**src/rtl/ee354_2048_pkg.sv**
```systemverilog
`default_nettype none
// ============================================================================
//  Module      : ee354_2048_pkg
//  Description : Shared definitions for the 2048 game blocks: move one-hot
//                encoding, move-issuer state encoding and parameter defaults.
//  Revision    : 1.0 - initial release
// ============================================================================
package ee354_2048_pkg;

    // One-hot move encoding, bit order {up, down, left, right}
    localparam logic [3:0] MOVE_UP    = 4'b1000;
    localparam logic [3:0] MOVE_DOWN  = 4'b0100;
    localparam logic [3:0] MOVE_LEFT  = 4'b0010;
    localparam logic [3:0] MOVE_RIGHT = 4'b0001;
    localparam logic [3:0] MOVE_NONE  = 4'b0000;

    localparam int DEBOUNCE_CYCLES_DEFAULT = 16;
    localparam int REPEAT_CYCLES_DEFAULT   = 1000;

    typedef enum logic [1:0] {
        ST_IDLE  = 2'd0,
        ST_PEND  = 2'd1,
        ST_ISSUE = 2'd2,
        ST_REARM = 2'd3
    } issuer_state_t;

    // Fixed-priority pick among simultaneous requests: up > down > left > right
    function automatic logic [3:0] pick_move(input logic [3:0] req);
        if (req[3])      return MOVE_UP;
        else if (req[2]) return MOVE_DOWN;
        else if (req[1]) return MOVE_LEFT;
        else if (req[0]) return MOVE_RIGHT;
        else             return MOVE_NONE;
    endfunction

endpackage
`default_nettype wire

```
**src/rtl/ee354_move_issuer_if.sv**
```systemverilog
`default_nettype none
// ============================================================================
//  Module      : ee354_move_issuer_if
//  Description : Move-command link between the move issuer (master) and the
//                2048 game FSM (slave).
//  Revision    : 1.0 - initial release
// ============================================================================
interface ee354_move_issuer_if;
    logic up;
    logic down;
    logic left;
    logic right;
    logic busy;
    logic q_Wait;
    logic game_over;

    modport master (
        output up, down, left, right, busy,
        input  q_Wait, game_over
    );

    modport slave (
        input  up, down, left, right, busy,
        output q_Wait, game_over
    );
endinterface
`default_nettype wire

```
**src/rtl/ee354_debounce.sv**
```systemverilog
`default_nettype none
// ============================================================================
//  Module      : ee354_debounce
//  Description : Two-flop synchronizer, stability counter, debounced level
//                and single-cycle rising-edge pulse for one raw button.
//  Revision    : 1.0 - initial release
// ============================================================================
module ee354_debounce
    import ee354_2048_pkg::*;
#(
    parameter int DEBOUNCE_CYCLES = DEBOUNCE_CYCLES_DEFAULT
) (
    input  wire logic Clk,
    input  wire logic Reset,
    input  wire logic i_btn,
    output logic      o_level,
    output logic      o_rise
);

    // Level toggles on the cycle the counter would reach DEBOUNCE_CYCLES
    localparam logic [15:0] c_CNT_LAST = 16'(DEBOUNCE_CYCLES - 1);

    logic [1:0]  r_sync;
    logic [15:0] r_cnt;
    logic        r_level;
    logic        r_level_d;

    // Synchronize, count consecutive disagreeing samples, flip level when stable
    always_ff @(posedge Clk or posedge Reset) begin
        if (Reset) begin
            r_sync    <= 2'b00;
            r_cnt     <= '0;
            r_level   <= 1'b0;
            r_level_d <= 1'b0;
        end else begin
            r_sync    <= {r_sync[0], i_btn};
            r_level_d <= r_level;
            if (r_sync[1] == r_level) begin
                r_cnt <= '0;
            end else if (r_cnt == c_CNT_LAST) begin
                r_cnt   <= '0;
                r_level <= ~r_level;
            end else begin
                r_cnt <= r_cnt + 16'd1;
            end
        end
    end

    assign o_level = r_level;
    assign o_rise  = r_level & ~r_level_d;

endmodule
`default_nettype wire

```
**src/rtl/ee354_move_issuer.sv**
```systemverilog
`default_nettype none
// ============================================================================
//  Module      : ee354_move_issuer
//  Description : Debounces the four push-buttons, arbitrates simultaneous
//                presses and issues one registered move pulse per press while
//                the game FSM waits. Optional auto-repeat on a held button is
//                enabled by defining MOVE_REPEAT_EN.
//  Revision    : 1.0 - initial release
// ============================================================================
module ee354_move_issuer
    import ee354_2048_pkg::*;
#(
    parameter int DEBOUNCE_CYCLES = DEBOUNCE_CYCLES_DEFAULT,
    parameter int REPEAT_CYCLES   = REPEAT_CYCLES_DEFAULT
) (
    input  wire logic         Clk,
    input  wire logic         Reset,
    input  wire logic         BtnU,
    input  wire logic         BtnD,
    input  wire logic         BtnL,
    input  wire logic         BtnR,
    ee354_move_issuer_if.master mv
);

    logic [3:0]    w_raw;
    logic [3:0]    w_level;
    logic [3:0]    w_rise;
    logic [3:0]    w_win;
    logic          w_any_level;

    issuer_state_t r_state;
    logic [3:0]    r_dir;
    logic [3:0]    r_move;
    logic          r_busy;

    assign w_raw = {BtnU, BtnD, BtnL, BtnR};

    for (genvar gi = 0; gi < 4; gi++) begin : g_btn
        ee354_debounce #(
            .DEBOUNCE_CYCLES (DEBOUNCE_CYCLES)
        ) u_debounce (
            .Clk     (Clk),
            .Reset   (Reset),
            .i_btn   (w_raw[gi]),
            .o_level (w_level[gi]),
            .o_rise  (w_rise[gi])
        );
    end

    assign w_win       = pick_move(w_rise);
    assign w_any_level = |w_level;

`ifdef MOVE_REPEAT_EN
    localparam logic [19:0] c_REPEAT_LAST = 20'(REPEAT_CYCLES - 1);

    logic        w_dir_held;
    logic [19:0] r_hold;

    // Only the button that produced the latched move can keep it repeating
    assign w_dir_held = |(w_level & r_dir);
`else
    // Without auto-repeat the hold time has no effect
    if (REPEAT_CYCLES < 1) begin : g_repeat_unused
    end
`endif

    // Issuer FSM: capture request, wait for game FSM, pulse once, re-arm
    always_ff @(posedge Clk or posedge Reset) begin
        if (Reset) begin
            r_state <= ST_IDLE;
            r_dir   <= MOVE_NONE;
            r_move  <= MOVE_NONE;
            r_busy  <= 1'b0;
`ifdef MOVE_REPEAT_EN
            r_hold  <= '0;
`endif
        end else begin
            r_move <= MOVE_NONE;
            case (r_state)
                ST_IDLE: begin
                    if ((|w_rise) && !mv.game_over) begin
                        r_dir   <= w_win;
                        r_busy  <= 1'b1;
                        r_state <= ST_PEND;
                    end
                end
                ST_PEND: begin
                    if (mv.game_over) begin
                        r_dir   <= MOVE_NONE;
                        r_state <= ST_REARM;
                    end else if (mv.q_Wait) begin
                        r_move  <= r_dir;
                        r_state <= ST_ISSUE;
                    end
                end
                ST_ISSUE: begin
                    r_state <= ST_REARM;
`ifdef MOVE_REPEAT_EN
                    r_hold  <= '0;
`endif
                end
                ST_REARM: begin
`ifdef MOVE_REPEAT_EN
                    if (w_dir_held) begin
                        if (r_hold == c_REPEAT_LAST) begin
                            r_hold  <= '0;
                            r_state <= ST_PEND;
                        end else begin
                            r_hold <= r_hold + 20'd1;
                        end
                    end else begin
                        r_hold <= '0;
                        if (!w_any_level) begin
                            r_busy  <= 1'b0;
                            r_state <= ST_IDLE;
                        end
                    end
`else
                    if (!w_any_level) begin
                        r_busy  <= 1'b0;
                        r_state <= ST_IDLE;
                    end
`endif
                end
                default: begin
                    r_state <= ST_IDLE;
                end
            endcase
        end
    end

    assign mv.up    = r_move[3];
    assign mv.down  = r_move[2];
    assign mv.left  = r_move[1];
    assign mv.right = r_move[0];
    assign mv.busy  = r_busy;

endmodule
`default_nettype wire

```
**src/flat_wrapper.sv**
```systemverilog
// flat-port wrapper written by rule: the top's interface ports become plain ports
module ee354_move_issuer_flat import ee354_2048_pkg::*;
#(
    parameter int DEBOUNCE_CYCLES = DEBOUNCE_CYCLES_DEFAULT,
    parameter int REPEAT_CYCLES   = REPEAT_CYCLES_DEFAULT
)
  (Clk, Reset, BtnU, BtnD, BtnL, BtnR, mv_up, mv_down, mv_left, mv_right, mv_busy, mv_q_Wait, mv_game_over);
  ee354_move_issuer_if mv_i ();
  input  wire logic Clk;
  input  wire logic Reset;
  input  wire logic BtnU;
  input  wire logic BtnD;
  input  wire logic BtnL;
  input  wire logic BtnR;
  output wire logic [$bits(mv_i.up)-1:0] mv_up;
  output wire logic [$bits(mv_i.down)-1:0] mv_down;
  output wire logic [$bits(mv_i.left)-1:0] mv_left;
  output wire logic [$bits(mv_i.right)-1:0] mv_right;
  output wire logic [$bits(mv_i.busy)-1:0] mv_busy;
  input wire logic [$bits(mv_i.q_Wait)-1:0] mv_q_Wait;
  input wire logic [$bits(mv_i.game_over)-1:0] mv_game_over;
  assign mv_up = mv_i.up;
  assign mv_down = mv_i.down;
  assign mv_left = mv_i.left;
  assign mv_right = mv_i.right;
  assign mv_busy = mv_i.busy;
  assign mv_i.q_Wait = mv_q_Wait;
  assign mv_i.game_over = mv_game_over;
  ee354_move_issuer #(.DEBOUNCE_CYCLES(DEBOUNCE_CYCLES), .REPEAT_CYCLES(REPEAT_CYCLES)) u_core (.Clk(Clk), .Reset(Reset), .BtnU(BtnU), .BtnD(BtnD), .BtnL(BtnL), .BtnR(BtnR), .mv(mv_i));
endmodule
```
**config.mk**
```make
export PLATFORM = sky130hd
export DESIGN_NAME = ee354_move_issuer_flat
export DESIGN_NICKNAME = d
export VERILOG_FILES = /design/src/rtl/ee354_2048_pkg.sv /design/src/rtl/ee354_move_issuer_if.sv /design/src/rtl/ee354_debounce.sv /design/src/rtl/ee354_move_issuer.sv /design/src/flat_wrapper.sv
export SDC_FILE = /design/constraint.sdc
export NUM_CORES = 1
export LEC_CHECK = 0
export CORE_AREA = 4 4 110 112
export CTS_BUF_LIST = sky130_fd_sc_hd__clkbuf_16
export DETAILED_ROUTE_END_ITERATION = 8
export DIE_AREA = 0 0 114 116
export SLEW_MARGIN = 30
export SYNTH_ARGS = -nofsm -noshare
export SYNTH_HDL_FRONTEND = slang
export SYNTH_HIERARCHICAL = 1
export SYNTH_SLANG_ARGS = --single-unit
```
**constraint.sdc**
```tcl
create_clock -name Clk -period 4.49 [get_ports Clk]
set_input_delay 0.898 -clock Clk [delete_from_list [all_inputs] [get_ports Clk]]
set_output_delay 0.898 -clock Clk [all_outputs]
set_load 0.02 [all_outputs]
```
* Word level (Yosys, flattened, before mapping)
Cells that the tools add are included.
** Storage, ports and cells
- Bits in read-only memories :: 0
- Memories :: 0
- Register bits after elaboration :: 91
- Input port bits :: 8
- Output and inout bits :: 5
- Memory bits (writable) :: 0
- Bits in latches :: 0
** Cells by class
- Eq/ne operators :: 15
- Divide/modulo/power cells :: 0
- Reduce and logical (&&, ||, !) cells :: 14
- $mul :: 0
- Bitwise gates (word level) :: 16
- Magnitude comparators :: 0
- $add $sub $neg :: 4
- Mux-type cells :: 26
- Shift operators :: 0
** Operators with widths (number)
- $mux 16 :: 8
- $add 16x1->16 const B :: 4
- $eq 16x4->1 const B :: 4
- $mux 4 :: 8
- $not 1->1 :: 12
- $reduce_and 3->1 :: 3
- $mux 2 :: 4
- $pmux 2 s4 :: 1
- $pmux 4 s2 :: 1
- $reduce_and 2->1 :: 4
- $reduce_or 4->1 :: 2
- $and 1x1->1 :: 4
- $eq 1x1->1 :: 4
- $eq 2x2->1 const B :: 2
- $ne 2x2->1 const B :: 2
- $reduce_bool 2->1 :: 2
- $mux 1 :: 3
- $ne 3x3->1 const B :: 1
- $eq 2x1->1 const B :: 1
- $logic_not 2->1 :: 1
- $ne 2x1->1 const B :: 1
- $pmux 1 s2 :: 1
- $logic_and 1x1->1 :: 1
- $logic_not 1->1 :: 1

* Logic depth before layout (Yosys ltp)
Gate-level depths: netlist of run 1.
- Depth after elaboration :: 8
- Gate-level depth with buffers :: 6

* By module
The synthesis of run 1 kept the hierarchy.
** By module, submodules not included
- ee354_debounce :: instances 4, seq. area each 500.5 um2, area each 957.2 um2, cells an instance 86
- ee354_move_issuer :: instances 1, seq. area each 275.3 um2, area each 564.3 um2, cells an instance 48

* Least setup slack after synthesis of run 1
OpenSTA, ideal clock, no wires.
- Path kind :: input port to flip-flop
- From :: input mv_game_over
- To :: register u_core.r_state[1]
- Data required time :: 4.365 ns
- Path buffers :: 0
- Cell stages on the path :: 3
- Setup slack :: 2.684 ns
- Arrival time :: 1.681 ns
- Library setup time :: 0.125 ns
- Path through :: o21a_1 > a221o_2 > mux2_4
** On the way
- Cells in the longest elaborated chain, start to end :: 4
- Elaborated cells between the ends (all ways) :: 7
- Those cells by class :: eq/ne (2); mux (2); reduce/logical (3)
** Ends and longest elaborated chain
- from (decl) :: RTL line flat_wrapper.sv:21 : input wire logic [$bits(mv_i.game_over)-1:0] mv_game_over;
- $logic_not 1->1 :: RTL line ee354_move_issuer.sv:81 : if ((|w_rise) && !mv.game_over) begin
- $logic_and 1x1->1 :: RTL line ee354_move_issuer.sv:81
- $ne 2x1->1 (no source line)
- $reduce_and 3->1 (no source line)
- to (signal assigned) :: RTL line ee354_move_issuer.sv:84 : r_state <= ST_PEND;
- to (signal assigned) :: RTL line ee354_move_issuer.sv:90 : r_state <= ST_REARM;
- to (signal assigned) :: RTL line ee354_move_issuer.sv:93 : r_state <= ST_ISSUE;
- to (decl) :: RTL line ee354_move_issuer.sv:31 : issuer_state_t r_state;
Several ways; a longest one is shown, not always the timed one.
A chain may end at the register's enable or synchronous reset.

* Worst setup path in the final report of run 1
- From :: register u_core.r_busy (netlist: u_core/mv.busy)
- To :: output mv_busy
** RTL lines
- from (decl) :: RTL line ee354_move_issuer.sv:34 : logic r_busy;
- from (signal assigned) :: RTL line ee354_move_issuer.sv:73 : r_busy <= 1'b0;
- from (signal assigned) :: RTL line ee354_move_issuer.sv:83 : r_busy <= 1'b1;
- from (signal assigned) :: RTL line ee354_move_issuer.sv:120 : r_busy <= 1'b0;
- to (decl) :: RTL line flat_wrapper.sv:19 : output wire logic [$bits(mv_i.busy)-1:0] mv_busy;
No word-level cell between the ends.

==> reports/results.env, run 1 <==
RUN_STATUS='complete, no violations'
DRC=0
POSTSYNTHCELLCOUNT=392
CP_SLOWEST_CELL='clkdlybuf4s50_1'
GRT_START_MAX_NET_PINS=21
FINAL_MAX_SLEW_VIOL_COUNT=0
SYNTH_AREA_PER_CELL_UM2=11.2
WORST-R2R-CELL-COUNT=5
DRIVE_GT1_SHARE_PCT=15.1
PLACEMENT.IO_BUFFERS=12
WORST-PATH-MAX-FANOUT=3
GROUTE.USAGE.OVERALL_PCT=12.0
SYNTHXORXNORAREAFRAC_PCT=12.0
FINAL-INSTANCE-COUNT-EXCL-FILL=559
TRANSITION_AT_THE_PIN_WITH_THE_SMALLEST_MAX_TRANSITION_SLACK_NS=0.762
INSERTION_DELAY_NS=0.34
POWER_DENSITY_mW_PER_MM2=367
AREA_GROWTH_PCT=12.5
GLOBALROUTEOVERFLOWTOTAL=0
DETAILED_PLACE_HPWL_UM=4890
YOSYS.AREA.TOP_TYPE='dfrtp_1'
SYNTH_TOP_CELLS_BY_COUNT='dfrtp_1 (91), nor2_1 (70), xnor2_1 (52), nor4_2 (20), nand2_1 (18)'
MAPPEDNETLISTNETS=408
POST_CTS_RESIZED=0
COMPOUND_CELL_AREA_SHARE_OF_THE_YOSYS_NETLIST_PCT=1.05
WORSTHOLDPATHTYPE='flip-flop to flip-flop'
SYNTH.YOSYS.WARNINGS=6
CTSHTREEMAXLEVEL=3
CTS_ROOT_BUF='clkbuf_16'
CORE_AREA_MM2=0.0112
FIRST_GLOBAL_VIAS=2763
PATH_DELAY_FAMILY='buffers and inverters'
REGTOREGSETUPSLACK_NS=2.63
GLOBALPLACE.CONGESTION=0.788
NUMBER_OF_SYNTHESIZED_FLOPS_WITH_AN_ENABLE_PIN=0
SYNTH-ADDER-AREA-SHARE_PCT=2.28
CLOCK-SKEW-FINAL_NS=0.00610
SETUP.WORST_PATH.CLASS='flip-flop to output pin'
GRT_ANTENNA_BEFORE_REPAIR=0
CAP_VIOL_MAX_COUNT=0
FIN_NETS=427
TRITONCTS='built'
SYNTHSIMPLEGATEAREAFRAC_PCT=27.7
SLOWEST_DELAY_NS=0.62
FINAL.MIN_CLOCK_PERIOD_NS=2.23
WORST_CASE_HEADROOM_TO_THE_MAX_SLEW_LIMIT_PCT=49.1
FLOORPLAN.DIE.HEIGHT_UM=116
POSTSYNTHREGISTERBITS=91
SYNTH_TOP_FAMILY_BY_AREA='simple AND/OR/NAND/NOR gates'
POST-CTS-SETUP-BUFFER-COUNT=0
WORSTHOLDPATHCELLS=0
START_UTIL_PCT=39.1
WORSTREG2REGSTART='u_core/g_btn[1].u_debounce/o_level$_DFFE_PP0P_'
DIE_AREA_MM2=0.0132
HOLDBUFCOUNTCTS=0
WORSTPATHCELLLIST='clkdlybuf4s50_1'
SYNTH.LIB_CELLS_USED.DISTINCT=35
WORSTHOLDSTART='u_core/g_btn[3].u_debounce/r_sync[0]$_DFF_PP0_'
ANTENNA_LEFT=0
GRT_FIRST_PASS_WIRELENGTH_UM=12800
CTS-ROOT-TO-SINK-BUFFERS=2
SYNTH.TOP_CELLS.BY_AREA='dfrtp_1 (52%), xnor2_1 (10%), nor2_1 (6.0%)'
FINALHOLDVIOLATIONS=0
CORE.ROWCOUNT=39
CLOCK_PIN_SLEW_ON_THE_WORST_SETUP_AND_HOLD_PATHS_NS=0.07
YOSYS.AREA.TOP_TYPE_SHARE_PCT=51.8
YOSYSSEQAREASHARE_PCT=51.8
DRTITER0DRC=111
SYNTH_AREA_MM2=0.00439
DETAILEDROUTE.FIRSTPASSITERATIONCOUNT=4
IR_DROP_mV=0.219
DETAIL_ROUTE.WL_PER_CELL_UM=13.0
DETAIL_ROUTE.VIAS_PER_CELL=4.98
CTS.SINKS=91
TRITONCTS.NUM_BUFFERS=9
WL_UM=7290
WP_DATA_REQUIRED_NS=3.59
N_ANTENNA_CELL=0
SETUP_TOTAL_NEGATIVE_SLACK_NS=0
DIE_W_UM=114
CP.ARRIVAL_NS=1.33
MUXSHAREOFSYNTHAREA_PCT=2.88
ASYNC_FLOP_SHARE_PCT=100
LEAKAGE_nW=2.04
WORST-PATH-BUF-INV=1
DR_TOTAL_VIAS=2784
CLOCK.FMAX_GHz=0.449
WORST_R2R_ENDPOINT='u_core/r_dir[2]$_DFFE_PP0P_'
REPORT.POWER.TOTAL_mW=1.81
SYNTH_FF_TYPE='dfrtp_1'
POST-SYNTH-TOP-COUNT-CELL='dfrtp_1'
RSZ0062_AT_GRT='no'
REPORT.FINAL.SETUP_VIOL=0
POST-PLACE-CELLS=543
POST-ROUTE-PERIOD-UTIL_PCT=49.6
CRITICAL_PATH_END_TYPE='output pin'
NUMBER_OF_PORTS_PLACED_ON_THE_DIE_BOUNDARY=13
WORST_SETUP_PATH_START_KIND='flip-flop'
HOLD_END='u_core/g_btn[3].u_debounce/r_sync[1]$_DFF_PP0_'
## cell usage in the layout (no fill, tap or decap), types with 4 or more instances in the layout
cell type	n
nand4_1	4
nor2b_1	5
nor4_2	20
xnor2_1	52
nand3_1	16
nand2_2	4
inv_1	15
clkdlybuf4s50_1	12
ha_1	8
and2_1	4
mux2_1	4
nor3_1	13
dfrtp_1	91
nand4b_1	4
nand4_4	4
nor2_2	4
clkbuf_16	9
nor4_1	13
mux2_2	5
nand4_2	4
and3_1	5
nor2_1	70
nand2_1	18
xor2_1	8
nand3_2	4
## stage by stage
step | hold slack, ns | util [%] | setup WS (ns) | area (um^2)
2_1_floorplan | 0.331 | - | 2.68 | 4390
3_3_place_gp | 0.333 | 41.4 | 2.14 | 4650
3_5_place_dp | 0.337 | 41.4 | 2.14 | 4650
4_1_cts | 0.352 | 44.0 | 2.26 | 4940
5_1_grt | 0.354 | 44.0 | 2.24 | 4940
6_report | 0.349 | 44.0 | 2.26 | 4940
## sequential cells by signal, summed over array words and instances (netlist names)
register                           count
u_core/r_state                         2
u_core/r_move                          4
u_core/mv.busy                         1
u_core/g_btn.u_debounce/o_level        4
u_core/g_btn.u_debounce/r_level_d      4
u_core/g_btn.u_debounce/r_cnt         64
u_core/g_btn.u_debounce/r_sync         8
u_core/r_dir                           4
## worst max path at each step
stage,cells past startpoint,end,from
2_1_floorplan,3,u_core/r_state[1]$_DFFE_PP0P_,mv_game_over
3_3_place_gp,4,u_core/r_state[1]$_DFFE_PP0P_,mv_game_over
3_5_place_dp,4,u_core/r_state[1]$_DFFE_PP0P_,mv_game_over
4_1_cts,1,mv_busy,u_core/mv.busy$_DFFE_PP0P_
5_1_grt,1,mv_busy,u_core/mv.busy$_DFFE_PP0P_
6_report,1,mv_busy,u_core/mv.busy$_DFFE_PP0P_
## power breakdown
group / switching, mW / internal, mW
logic: 0.103 / 0.0881
registers: 0.0255 / 0.848
clock network: 0.318 / 0.429
## worst register-to-register path, delay by kind of cell, from the launching register on
family	cells	cell delay, ns
AO/OA/AOI/OAI	1	0.19
flip-flops	1	0.43
multiplexers	1	0.35
AND/OR/NAND/NOR	3	0.79
## cells by family after synthesis
kind of cell / count (synthesis)
simple gates: 196
flops: 91
xor+xnor: 60
buf+inv: 19
mux: 11
fa+ha+maj: 8
compound gates: 7
## per-layer routing
| layer | wire length [um] | global-route usage [%] |
|---|---|---|
| met1 | 3580 | 16.1 |
| met2 | 3340 | 18.6 |
| met3 | 208 | 2.40 |
| met4 | 163 | 6.18 |
| met5 | 0 | 0 |
## final cells by class
type	instances	area (um^2)
clock inverters	7	68.8
repair buffers	12	120
fillers	1088	6280
inverters	15	56.3
multi-input cells	282	2010
flip-flops and latches	91	2280
well taps	143	179
clock buffers	9	225
Power figures use the tool's default switching activity.
==> inputs of run 2 (changes only) <==
==> constraint.sdc (replaced) <==
create_clock -name Clk -period 2.27 [get_ports Clk]
set_input_delay 0.454 -clock Clk [delete_from_list [all_inputs] [get_ports Clk]]
set_output_delay 0.454 -clock Clk [all_outputs]
set_load 0.02 [all_outputs]
==> reports/results.env, run 2 (synthesized netlist as in run 1, its figures left out) <==
RUN_STATUS='complete, no violations'
PATH_DELAY_FAMILY='simple AND/OR/NAND/NOR gates'
PLACEMENT.IO_BUFFERS=12  # unchanged
WORST-PATH-BUF-INV=0  # -1
FILLER_CELL_COUNT=1050  # -3.5%
HOLDBUFCOUNTCTS=0  # unchanged
START_UTIL_PCT=39.1  # unchanged
DIE_AREA_MM2=0.0132  # unchanged
DRIVE_GT1_SHARE_PCT=16.2  # +1.0 points
N_ANTENNA_CELL=0  # unchanged
DETAILED_PLACE_HPWL_UM=5140  # +5.2%
DRTITER0DRC=157  # +41%
FIN_NETS=431  # +0.94%
RSZ0062_AT_GRT='no'
DR_TOTAL_VIAS=2789  # +0.18%
WL_UM=7410  # +1.6%
WORST-PATH-MAX-FANOUT=5  # +2
AREA_GROWTH_PCT=14.4
FINAL_MAX_SLEW_VIOL_COUNT=0  # unchanged
FIRST_GLOBAL_VIAS=2789  # +0.94%
WORST_HOLD_SLACK_NS=0.350  # +0.00177 ns
REPORT.FINAL.SETUP_VIOL=0  # unchanged
FINAL_CELL_MIX='dfrtp_1 (91), nor2_1 (70), xnor2_1 (52)'
REGISTERS_WITH_THE_MOST_FLIP_FLOPS='u_core/g_btn.u_debounce/r_cnt (64), u_core/g_btn.u_debounce/r_sync (8)'
CRITICAL_PATH_END_TYPE='flip-flop'
GRT_FIRST_PASS_WIRELENGTH_UM=13400  # +4.9%
LEAKAGE_nW=2.08  # +2.1%
CTSHTREEMAXLEVEL=3  # unchanged
POWER_DENSITY_mW_PER_MM2=759  # +110%
DETAIL_ROUTE.VIAS_PER_CELL=4.95  # -0.53%
CORE.ROWCOUNT=39  # unchanged
INSERTION_DELAY_NS=0.34  # about the same
CLOCK-SKEW-FINAL_NS=0.00784  # +0.00174 ns
DRC=0  # unchanged
MAX_FLOP_REGISTER='u_core/g_btn.u_debounce/r_cnt'
CLOCK.FMAX_GHz=0.547
GRT_START_MAX_NET_PINS=21  # unchanged
SEQCELLAREA_MM2=0.00228  # unchanged
DIE_W_UM=114  # unchanged
CTS-ROOT-TO-SINK-BUFFERS=2  # unchanged
CLOCK_PIN_SLEW_ON_THE_WORST_SETUP_AND_HOLD_PATHS_NS=0.07  # about the same
FLOORPLAN.DIE.HEIGHT_UM=116  # unchanged
WORST_CASE_HEADROOM_TO_THE_MAX_SLEW_LIMIT_PCT=71.5  # +22 points
CTS_ROOT_BUF='clkbuf_16'
FINAL.MIN_CLOCK_PERIOD_NS=1.83
ANTENNA_LEFT=0  # unchanged
CAP_VIOL_MAX_COUNT=0  # unchanged
TRITONCTS='built'
DETAILEDROUTE.FIRSTPASSITERATIONCOUNT=4  # unchanged
WORST_SETUP_PATH_START_KIND='flip-flop'
CP_SLOWEST_CELL='or4_4'
POST-ROUTE-PERIOD-UTIL_PCT=80.5
FINALHOLDVIOLATIONS=0  # unchanged
CORE_AREA_MM2=0.0112  # unchanged
WP_DATA_REQUIRED_NS=2.49  # -1.10 ns
TOTAL_AREA_OF_MULTI_INPUT_COMBINATIONAL_CELLS_MM2=0.00201  # unchanged
POST-CTS-SETUP-BUFFER-COUNT=0  # unchanged
GRT_ANTENNA_BEFORE_REPAIR=0  # unchanged
CTS.SINKS=91  # unchanged
SETUP.WORST_PATH.CLASS='flip-flop to flip-flop'
CP.ARRIVAL_NS=2.05  # +0.72 ns
REPORT.POWER.TOTAL_mW=3.82  # +110%
WORSTPATHCELLLIST='or4_4, a221o_2, mux2_4'
DETAIL_ROUTE.WL_PER_CELL_UM=13.2  # +0.91%
IR_DROP_mV=0.511  # +130%
LARGEST_REG_FLOPS=64  # unchanged
GLOBALPLACE.CONGESTION=0.785  # -0.37%
NUMBER_OF_PORTS_PLACED_ON_THE_DIE_BOUNDARY=13  # unchanged
TRANSITION_AT_THE_PIN_WITH_THE_SMALLEST_MAX_TRANSITION_SLACK_NS=0.427  # -0.335 ns
LAYOUT.CELLS.MOST_COMMON='dfrtp_1'
SLOWEST_DELAY_NS=0.56  # -0.06 ns
GLOBALROUTEOVERFLOWTOTAL=0  # unchanged
GROUTE.USAGE.OVERALL_PCT=12.5  # +0.53 points
WORSTHOLDPATHTYPE='flip-flop to flip-flop'
TRITONCTS.NUM_BUFFERS=9  # unchanged
SETUP_TOTAL_NEGATIVE_SLACK_NS=0  # unchanged
POST_CTS_RESIZED=0  # unchanged
run 2: final cells by class:
class	instances	area share, %
sequential	91	45.3
tap	143	3.56
clock inverter	7	2.46
multi-input combinational	282	40.1
clock buffer	9	4.48
timing repair buffer	16	2.99
inverter	15	1.12
run 2: per-layer routing:
metal	vias up	wire length (um)	global-route usage [%]
li1	1400	-	-
met1	1359	3610	16.7
met2	21	3510	19.9
met3	9	174	2.98
met4	0	115	4.75
met5	-	0	0
run 2: per-stage QoR:
step	cells	area (um^2)	worst slack, ns	util, %
after detailed placement	547	4680	0.349	41.7
after global placement	547	4680	0.370	41.7
after CTS	563	5030	0.417	44.8
after global routing	563	5030	0.313	44.8
after floorplan	392	4390	0.513	-
final	563	5030	0.442	44.8
run 2: worst paths after layout:
path / startpoint / to / slack (ns) / depth (start not counted)
max: u_core/g_btn[1].u_debounce/o_level$_DFFE_PP0P_ / u_core/r_state[1]$_DFFE_PP0P_ / 0.44 / 3
min: u_core/g_btn[2].u_debounce/r_sync[0]$_DFF_PP0_ / u_core/g_btn[2].u_debounce/r_sync[1]$_DFF_PP0_ / 0.35 / 0
max reg2reg: u_core/g_btn[1].u_debounce/o_level$_DFFE_PP0P_ / u_core/r_state[1]$_DFFE_PP0P_ / 0.44 / 3
min reg2reg: u_core/g_btn[2].u_debounce/r_sync[0]$_DFF_PP0_ / u_core/g_btn[2].u_debounce/r_sync[1]$_DFF_PP0_ / 0.35 / 0
max in group asynchronous: Reset / u_core/mv.busy$_DFFE_PP0P_ / 1.38 / 2
min in group asynchronous: Reset / u_core/r_state[1]$_DFFE_PP0P_ / 0.59 / 2
run 2: report_power, final:
| part | total, mW | leakage, nW | switching, mW | internal, mW |
|---|---|---|---|---|
| sequential | 1.73 | 1.24 | 0.0531 | 1.68 |
| clock | 1.70 | 0.167 | 0.619 | 1.08 |
| combinational | 0.382 | 0.680 | 0.204 | 0.178 |
| total | 3.82 | 2.08 | 0.876 | 2.94 |
==> inputs of run 3 (changes only) <==
==> constraint.sdc (replaced) <==
create_clock -name Clk -period 1.6 [get_ports Clk]
set_input_delay 0.32 -clock Clk [delete_from_list [all_inputs] [get_ports Clk]]
set_output_delay 0.32 -clock Clk [all_outputs]
set_load 0.02 [all_outputs]
==> reports/results.env, run 3 (synthesized netlist as in run 1, its figures left out) <==
CP.ARRIVAL_NS=1.97  # -0.08 ns
DIE_W_UM=114  # unchanged
WORSTHOLDPATHTYPE='input port to asynchronous set/reset pin'
WORSTPATHCELLLIST='or4_4, a221o_2, mux2_4'
POST-ROUTE-PERIOD-UTIL_PCT=109  # +29 points
WORST-PATH-MAX-FANOUT=2  # -3
CORE.ROWCOUNT=39  # unchanged
DR_TOTAL_VIAS=2978  # +6.8%
LARGEST_REG_FLOPS=64  # unchanged
DIE_AREA_MM2=0.0132  # unchanged
REPORT.FINAL.SETUP_VIOL=6  # +6
WORST_CASE_HEADROOM_TO_THE_MAX_SLEW_LIMIT_PCT=70.2  # -1.3 points
DETAIL_ROUTE.VIAS_PER_CELL=4.88  # -1.5%
LAYOUT.CELLS.MOST_COMMON='dfrtp_1'
WORST_SETUP_PATH_START_KIND='flip-flop'
GLOBALROUTEOVERFLOWTOTAL=0  # unchanged
NUMBER_OF_PORTS_PLACED_ON_THE_DIE_BOUNDARY=13  # unchanged
CORE_AREA_MM2=0.0112  # unchanged
MET1WIRELENGTH_UM=3920  # +8.8%
SETUP.WORST_PATH.CLASS='flip-flop to flip-flop'
CRITICAL_PATH_END_TYPE='flip-flop'
CTS_ROOT_BUF='clkbuf_16'
SLOWEST_DELAY_NS=0.55  # about the same
POST-ROUTE-WORST-SETUP-SLACK_NS=-0.148  # -0.590 ns
CLOCK_PIN_SLEW_ON_THE_WORST_SETUP_AND_HOLD_PATHS_NS=0.06  # about the same
DRC=0  # unchanged
SETUP_TOTAL_NEGATIVE_SLACK_NS=-0.386  # -0.386 ns
GLOBALPLACE.CONGESTION=0.829  # +5.5%
WP_DATA_REQUIRED_NS=1.83  # -0.66 ns
SEQCELLAREA_MM2=0.00228  # unchanged
PATH_DELAY_FAMILY='simple AND/OR/NAND/NOR gates'
FINAL_CELL_MIX='dfrtp_1 (91), nor2_1 (70), xnor2_1 (52)'
TOTAL_AREA_OF_MULTI_INPUT_COMBINATIONAL_CELLS_MM2=0.00215  # +6.9%
AREA_GROWTH_PCT=24.0
INSERTION_DELAY_NS=0.34  # about the same
CAP_VIOL_MAX_COUNT=0  # unchanged
FINAL_MAX_SLEW_VIOL_COUNT=0  # unchanged
WORST-PATH-BUF-INV=0  # unchanged
FINAL-INSTANCE-COUNT-EXCL-FILL=610  # +8.3%
RUN_STATUS='finished with violations'
GRT_START_MAX_NET_PINS=21  # unchanged
DETAILEDROUTE.FIRSTPASSITERATIONCOUNT=4  # unchanged
FLOORPLAN.DIE.HEIGHT_UM=116  # unchanged
RSZ0062_AT_GRT='yes'
DETAILED_PLACE_HPWL_UM=5490  # +6.9%
FINALHOLDVIOLATIONS=0  # unchanged
CLOCK.FMAX_GHz=0.572  # +4.6%
FINAL.MIN_CLOCK_PERIOD_NS=1.75  # -0.0800 ns
HOLDBUFCOUNTCTS=0  # unchanged
CP_SLOWEST_CELL='or4_4'
DETAIL_ROUTE.WL_PER_CELL_UM=13.5  # +2.6%
POST-PLACE-CELLS=586  # +7.1%
LEAKAGE_nW=2.44  # +17%
N_ANTENNA_CELL=0  # unchanged
WL_UM=8240  # +11%
FILLER_CELL_COUNT=1057  # +0.67%
TRITONCTS.NUM_BUFFERS=9  # unchanged
GRT_FIRST_PASS_WIRELENGTH_UM=14000  # +4.7%
DR_WL_MET3_UM=188  # +8.0%
CLOCK-SKEW-FINAL_NS=0.00488  # -0.00296 ns
REGISTERS_WITH_THE_MOST_FLIP_FLOPS='u_core/g_btn.u_debounce/r_cnt (64), u_core/g_btn.u_debounce/r_sync (8)'
DRIVE_GT1_SHARE_PCT=26.3  # +10 points
START_UTIL_PCT=39.1  # unchanged
PLACEMENT.IO_BUFFERS=12  # unchanged
ANTENNA_LEFT=0  # unchanged
GRT_ANTENNA_BEFORE_REPAIR=0  # unchanged
IR_DROP_mV=0.541  # +6.0%
CTSHTREEMAXLEVEL=3  # unchanged
FIN_NETS=478  # +11%
MET2WIRELENGTH_UM=3980  # +13%
PRECTSSETUPSLACK_NS=-0.179  # -0.528 ns
FAILED_CHECKS='negative setup slack'
DRTITER0DRC=163  # +3.8%
TRANSITION_AT_THE_PIN_WITH_THE_SMALLEST_MAX_TRANSITION_SLACK_NS=0.445  # +0.0178 ns
FIRST_GLOBAL_VIAS=3097  # +11%
REPORT.POWER.TOTAL_mW=5.19  # +36%
TOP_LAYER_USED='met4'
GROUTE.USAGE.OVERALL_PCT=13.2  # +0.69 points
CTS-ROOT-TO-SINK-BUFFERS=2  # unchanged
CTS.SINKS=91  # unchanged
MAX_FLOP_REGISTER='u_core/g_btn.u_debounce/r_cnt'
TRITONCTS='built'
POWER_DENSITY_mW_PER_MM2=952  # +25%
[run 3: cell type report]
cell class,instances,area share [%]
Sequential cell,91,41.8
Inverter,15,1.03
Clock inverter,7,1.13
Tap cell,143,3.28
Clock buffer,9,4.13
Multi-Input combinational cell,284,39.5
Timing Repair Buffer,61,9.12
[run 3: final timing paths]
kind / slack [ns] / startpoint / to / cells past startpoint
hold / removal: 0.32 / Reset / u_core/g_btn[2].u_debounce/r_level_d$_DFF_PP0_ / 2
setup / recovery: -0.15 / u_core/g_btn[1].u_debounce/o_level$_DFFE_PP0P_ / u_core/r_state[1]$_DFFE_PP0P_ / 3
max in group asynchronous: 0.84 / Reset / u_core/mv.busy$_DFFE_PP0P_ / 2
hold reg to reg: 0.35 / u_core/g_btn[0].u_debounce/r_sync[0]$_DFF_PP0_ / u_core/g_btn[0].u_debounce/r_sync[1]$_DFF_PP0_ / 0
min in group Clk: 0.35 / u_core/g_btn[0].u_debounce/r_sync[0]$_DFF_PP0_ / u_core/g_btn[0].u_debounce/r_sync[1]$_DFF_PP0_ / 0
setup reg to reg: -0.15 / u_core/g_btn[1].u_debounce/o_level$_DFFE_PP0P_ / u_core/r_state[1]$_DFFE_PP0P_ / 3
[run 3: where the power goes]
part	switching (mW)	internal [mW]
logic	0.352	0.355
clock network	0.846	1.19
registers	0.0658	2.38
[run 3: worst reg2reg max path: stages (launching register included)]
cell and delay [ns]:
dfrtp_1 0.39, or4_4 0.55, a221o_2 0.40, mux2_4 0.30
[run 3: per-layer routing]
layer  global-route usage [%]  up-vias
met3                     2.61        9
met1                     16.7     1453
li1                         -     1483
met4                     6.33        0
met5                        0        -
met2                     21.9       33
[run 3: through the flow]
stage / hold slack [ns] / instance area [um^2] / util, %
floorplan: 0.172 / 4390 / -
global placement: 0.339 / 4970 / 44.3
detailed placement: 0.336 / 4970 / 44.3
CTS: 0.332 / 5280 / 47.0
global route: 0.359 / 5450 / 48.6
finish: 0.319 / 5450 / 48.6
[run 3: what timing repair did]
item	in CTS	in global routing
pin swaps	3	10
setup endpoints to repair	9	71
endpoints found under the hold margin	0	0
setup buffers	2	4
cloned	0	2
gates resized for setup	5	26
==> patch 1 (settings of run 3) <==
Add an input register stage for `BtnU`, `BtnD`, `BtnL` and `BtnR`, without a reset; this delays them by one clock. The other inputs are not delayed to match.
--- a/src/rtl/ee354_move_issuer.sv
+++ b/src/rtl/ee354_move_issuer.sv
@@ -23,4 +23,16 @@
 );
 
+    logic BtnU_q;
+    logic BtnD_q;
+    logic BtnL_q;
+    logic BtnR_q;
+
+    always_ff @(posedge Clk) begin
+        BtnU_q <= BtnU;
+        BtnD_q <= BtnD;
+        BtnL_q <= BtnL;
+        BtnR_q <= BtnR;
+    end
+
     logic [3:0]    w_raw;
     logic [3:0]    w_level;
@@ -34,5 +46,5 @@
     logic          r_busy;
 
-    assign w_raw = {BtnU, BtnD, BtnL, BtnR};
+    assign w_raw = {BtnU_q, BtnD_q, BtnL_q, BtnR_q};
 
     for (genvar gi = 0; gi < 4; gi++) begin : g_btn
Formal check against the unedited RTL: no difference found for any inputs over 10 cycles, from zero or initial values and one cycle with Reset high; that may be too few to reach the edited logic, so the function may still have changed.
==> patch 1 against run 3 <==
  * Power grew 3.9%
  * Synthesized area grew 2.4%
  * Final area grew 1.6%
  * Global-route usage grew 0.20 points
  * Wire length shrank 2.2%
  * Setup slack gained 0.17 ns
  * Sequential cell count grew 4
  * Critical path type unchanged
  * Largest cell class unchanged
  * Highest routed layer unchanged
==> patch 1: results (changes against run 3) <==
slew-limit-headroom_pct: 72.60  # +2.4 points
crit_arrival_ns: 1.81  # -0.16 ns
met3WireLength_um: 249  # +32%
synthMuxAreaShare_pct: 2.810  # -0.066 points
grt_util_met3_pct: 3.238  # +0.63 points
setup_viol_count_final: 0  # -6
synth.distinct_cells: 37  # +5.7%
synth_fa_ha_area_share_pct: 2.226  # -0.053 points
drt_iter0_markers: 108  # -34%
skew_ns: 0.008231  # +0.003353 ns
powerComb_w: 0.000794  # +12%
async_reset_ff_share_pct: 95.79  # -4.2 points
syn_nets: 412  # +0.98%
synth_compound_area_share_pct: 1.169  # +0.11 points
track_usage_pct: 13.44  # +0.20 points
cts_buffers: 9  # unchanged
grt_pass1_vias: 2975  # -3.9%
status: "complete, no violations"
wl_per_cell_um: 13.17  # -2.5%
post-place-cells: 589  # +0.51%
grt_use_met1_pct: 17.79  # +1.1 points
clkLatencyLatePin_ns: 0.34  # about the same
p_leak_nw: 2.397  # -1.7%
gr-usage-met2_pct: 20.84  # -1.1 points
nets: 480  # +0.42%
gp_congestion: 0.8280  # about the same
place_hpwl_um: 5530  # +0.72%
synth-xor-area-share_pct: 11.69  # -0.28 points
power.density_mw_per_mm2: 973.5  # +2.2%
worstHoldPathType: "flip-flop to flip-flop"
vias_per_cell: 4.980  # +2.0%
drive_above_1_share_pct: 27.29  # +0.95 points
grt_pass1_wl_um: 14010  # -0.15%
wl_met1_um: 3806  # -3.0%
p_sw_w: 0.001315  # +4.0%
irDropWorstVdd_v: 0.0006203  # +15%
tns_ns: 0  # +0.3864 ns
yosysSeqAreaShare_pct: 52.42  # +0.58 points
drt_wl_total_um: 8058  # -2.2%
-- patch 1: path summary, 6_finish.rpt --
path | from | endpoint | slack, ns | cells after the start
worst max-delay path | u_core/g_btn[3].u_debounce/o_level | u_core/r_state[1] | 0.02 | 5
worst min register to register | u_core/BtnU_q | u_core/g_btn[3].u_debounce/r_sync[0] | 0.33 | 0
worst max register to register | u_core/g_btn[3].u_debounce/o_level | u_core/r_state[1] | 0.02 | 5
min in group asynchronous | Reset | u_core/r_state[1] | 0.43 | 2
worst min-delay path | u_core/BtnU_q | u_core/g_btn[3].u_debounce/r_sync[0] | 0.33 | 0
max in group asynchronous | Reset | u_core/r_move[2] | 0.87 | 2
-- patch 1: repair_timing --
item / 4_1_cts / 5_1_grt
endpoints found under the hold margin: 0 / 0
setup buffers: 1 / 7
resized for setup: 9 / 23
pin swaps: 0 / 6
setup endpoints to repair: 20 / 68
cloned: 0 / 0
-- patch 1: layout make-up --
type | count | area (um^2)
Sequential cell | 95 | 2359
Clock buffer | 9 | 225.2
Tap cell | 143 | 178.9
Clock inverter | 7 | 57.56
Fill cell | 1029 | 5685
Inverter | 16 | 60.06
Multi-Input combinational cell | 281 | 2163
Timing Repair Buffer | 61 | 494.2
-- patch 1: worst max-delay path: stages (launching register included) --
cell	delay (ns)
dfrtp_1	0.41
buf_6	0.13
nor4_4	0.31
or2b_1	0.19
o311ai_4	0.11
mux2_4	0.32
-- patch 1: through the flow --
| step | instance area (um^2) | worst slack [ns] |
|---|---|---|
| finish | 5538 | 0.01904 |
| global route | 5538 | -0.03522 |
| floorplan | 4499 | 0.002007 |
| detailed placement | 5069 | -0.1056 |
| global placement | 5069 | -0.09114 |
| CTS | 5389 | 0.00008105 |
==> patch 2 (settings of run 3) <==
Without the edit above. Build with the macro `MOVE_REPEAT_EN` defined.
--- a/src/rtl/ee354_move_issuer.sv
+++ b/src/rtl/ee354_move_issuer.sv
@@ -8,4 +8,6 @@
 //  Revision    : 1.0 - initial release
 // ============================================================================
+`define MOVE_REPEAT_EN
+
 module ee354_move_issuer
     import ee354_2048_pkg::*;
Function: same outputs for any inputs over 10 cycles, from zero or initial values and one cycle with Reset high; that may be too few to reach the edited logic, so the function may still have changed.
==> patch 2 against run 3 <==
  * The run still ends with negative setup slack left
  * Synthesized cell count grew 33%
  * Sequential cell count grew 20
  * Utilization grew 14 points
  * Non-clock buffer count grew 46
  * Final area grew 30%
  * Setup slack gained 0.042 ns
  * Synthesized area grew 26%
  * Wire length grew 42%
  * Power grew 27%
  * Critical path type unchanged
  * Largest cell class is now multi-input gates
==> patch 2: results (changes against run 3) <==
syn-mean-instance-area_um2: 10.61  # -5.4%
gp_congestion: 0.8330  # +0.52%
crit_end: "u_core/r_hold[7]"
violations: "negative setup slack"
synthTopCellsByCount: "111 x dfrtp_1, 84 x nor2_1, 53 x xnor2_1"
place_hpwl_um: 7940  # +45%
drive_above_1_share_pct: 30.69  # +4.3 points
rr_endpoint: "u_core/r_hold[7]"
grt_max_degree: 32  # +52%
drt_iter0_markers: 229  # +40%
vias_per_cell: 5.334  # +9.3%
track_usage_pct: 18.59  # +5.3 points
fillers: 937  # -11%
final_util_pct: 63.02  # +14 points
setup_viol_count_final: 15  # +9
path_max_fanout: 13  # +11
rr_worst_depth: 6  # +3
holdWs_ns: 0.2579  # -0.06132 ns
drt_wl_total_um: 11680  # +42%
vias: 4187  # +41%
grt_use_met1_pct: 24.20  # +7.5 points
regToRegSetupSlack_ns: -0.11  # +0.04 ns
slowest_stage: "dfrtp_1"
setup_ws_ns: -0.1069  # +0.04153 ns
gr-usage-met2_pct: 30.33  # +8.4 points
crit_arrival_ns: 1.95  # -0.02 ns
r2r-start: "u_core/r_hold[12]"
post-place-cells: 753  # +28%
status: "complete, but fails checks"
p_leak_nw: 3.123  # +28%
yosysSeqAreaShare_pct: 50.17  # -1.7 points
clkLatencyLatePin_ns: 0.36  # +0.02 ns
pre_cts_ws_ns: -0.2344  # -0.05581 ns
irDropWorstVdd_v: 0.0006687  # +24%
[patch 2: changes by cell type after synthesis, moves of 5 or more]
cell            run 3  this run
nor2_1             70        84
dfrtp_1            91       111
nand2_1            18        39
o21ai_0             2        10
xor2_1              8        17
nand3_1            16        25
nand4_1             4         9
[patch 2: cell type report]
type | instances | share of cell area, %
Clock buffer | 9 | 3.184
Clock inverter | 7 | 1.203
Inverter | 18 | 0.9552
Multi-Input combinational cell | 390 | 40.69
Sequential cell | 111 | 39.29
Tap cell | 143 | 2.530
Timing Repair Buffer | 107 | 12.15
[patch 2: layer usage]
metal | wire length, um | part of all wire [%] | up-vias
li1 | - | - | 2048
met1 | 5331 | 46 | 2074
met2 | 5811 | 50 | 50
met4 | 183 | 1.6 | 0
met3 | 357 | 3.1 | 15
met5 | 0 | 0 | -
[patch 2: critical path: cells and delay by family, from the launching register on]
family	cells	cell delay [ns]
flops	1	0.39
simple gates	2	0.66
buf+inv	1	0.16
compound gates	3	0.40
[patch 2: timing repair]
item	4_1_cts	5_1_grt
endpoints found under the setup margin	31	90
resized for setup	27	30
hold buffers	0	0
pin swaps	10	17
gates cloned	0	3
buffers inserted	3	11
[patch 2: logic make-up after synthesis]
logic type	synth area share [%]
AO/OA/AOI/OAI	4.475
XOR/XNOR	11.07
adder cells (fa/ha/maj)	2.260
buffers and inverters	2.305
flip-flops	50.17
multiplexers	1.378
AND/OR/NAND/NOR	28.34
[patch 2: power groups by stage]
stage | logic, W | clock network [W] | registers, W
global placement | 0.000981 | 0 | 0.00300
global route | 0.00139 | 0.00255 | 0.00298
floorplan | 0.000604 | 0 | 0.00301
finish | 0.00125 | 0.00235 | 0.00297
detailed placement | 0.00101 | 0 | 0.00300
CTS | 0.00110 | 0.00243 | 0.00296
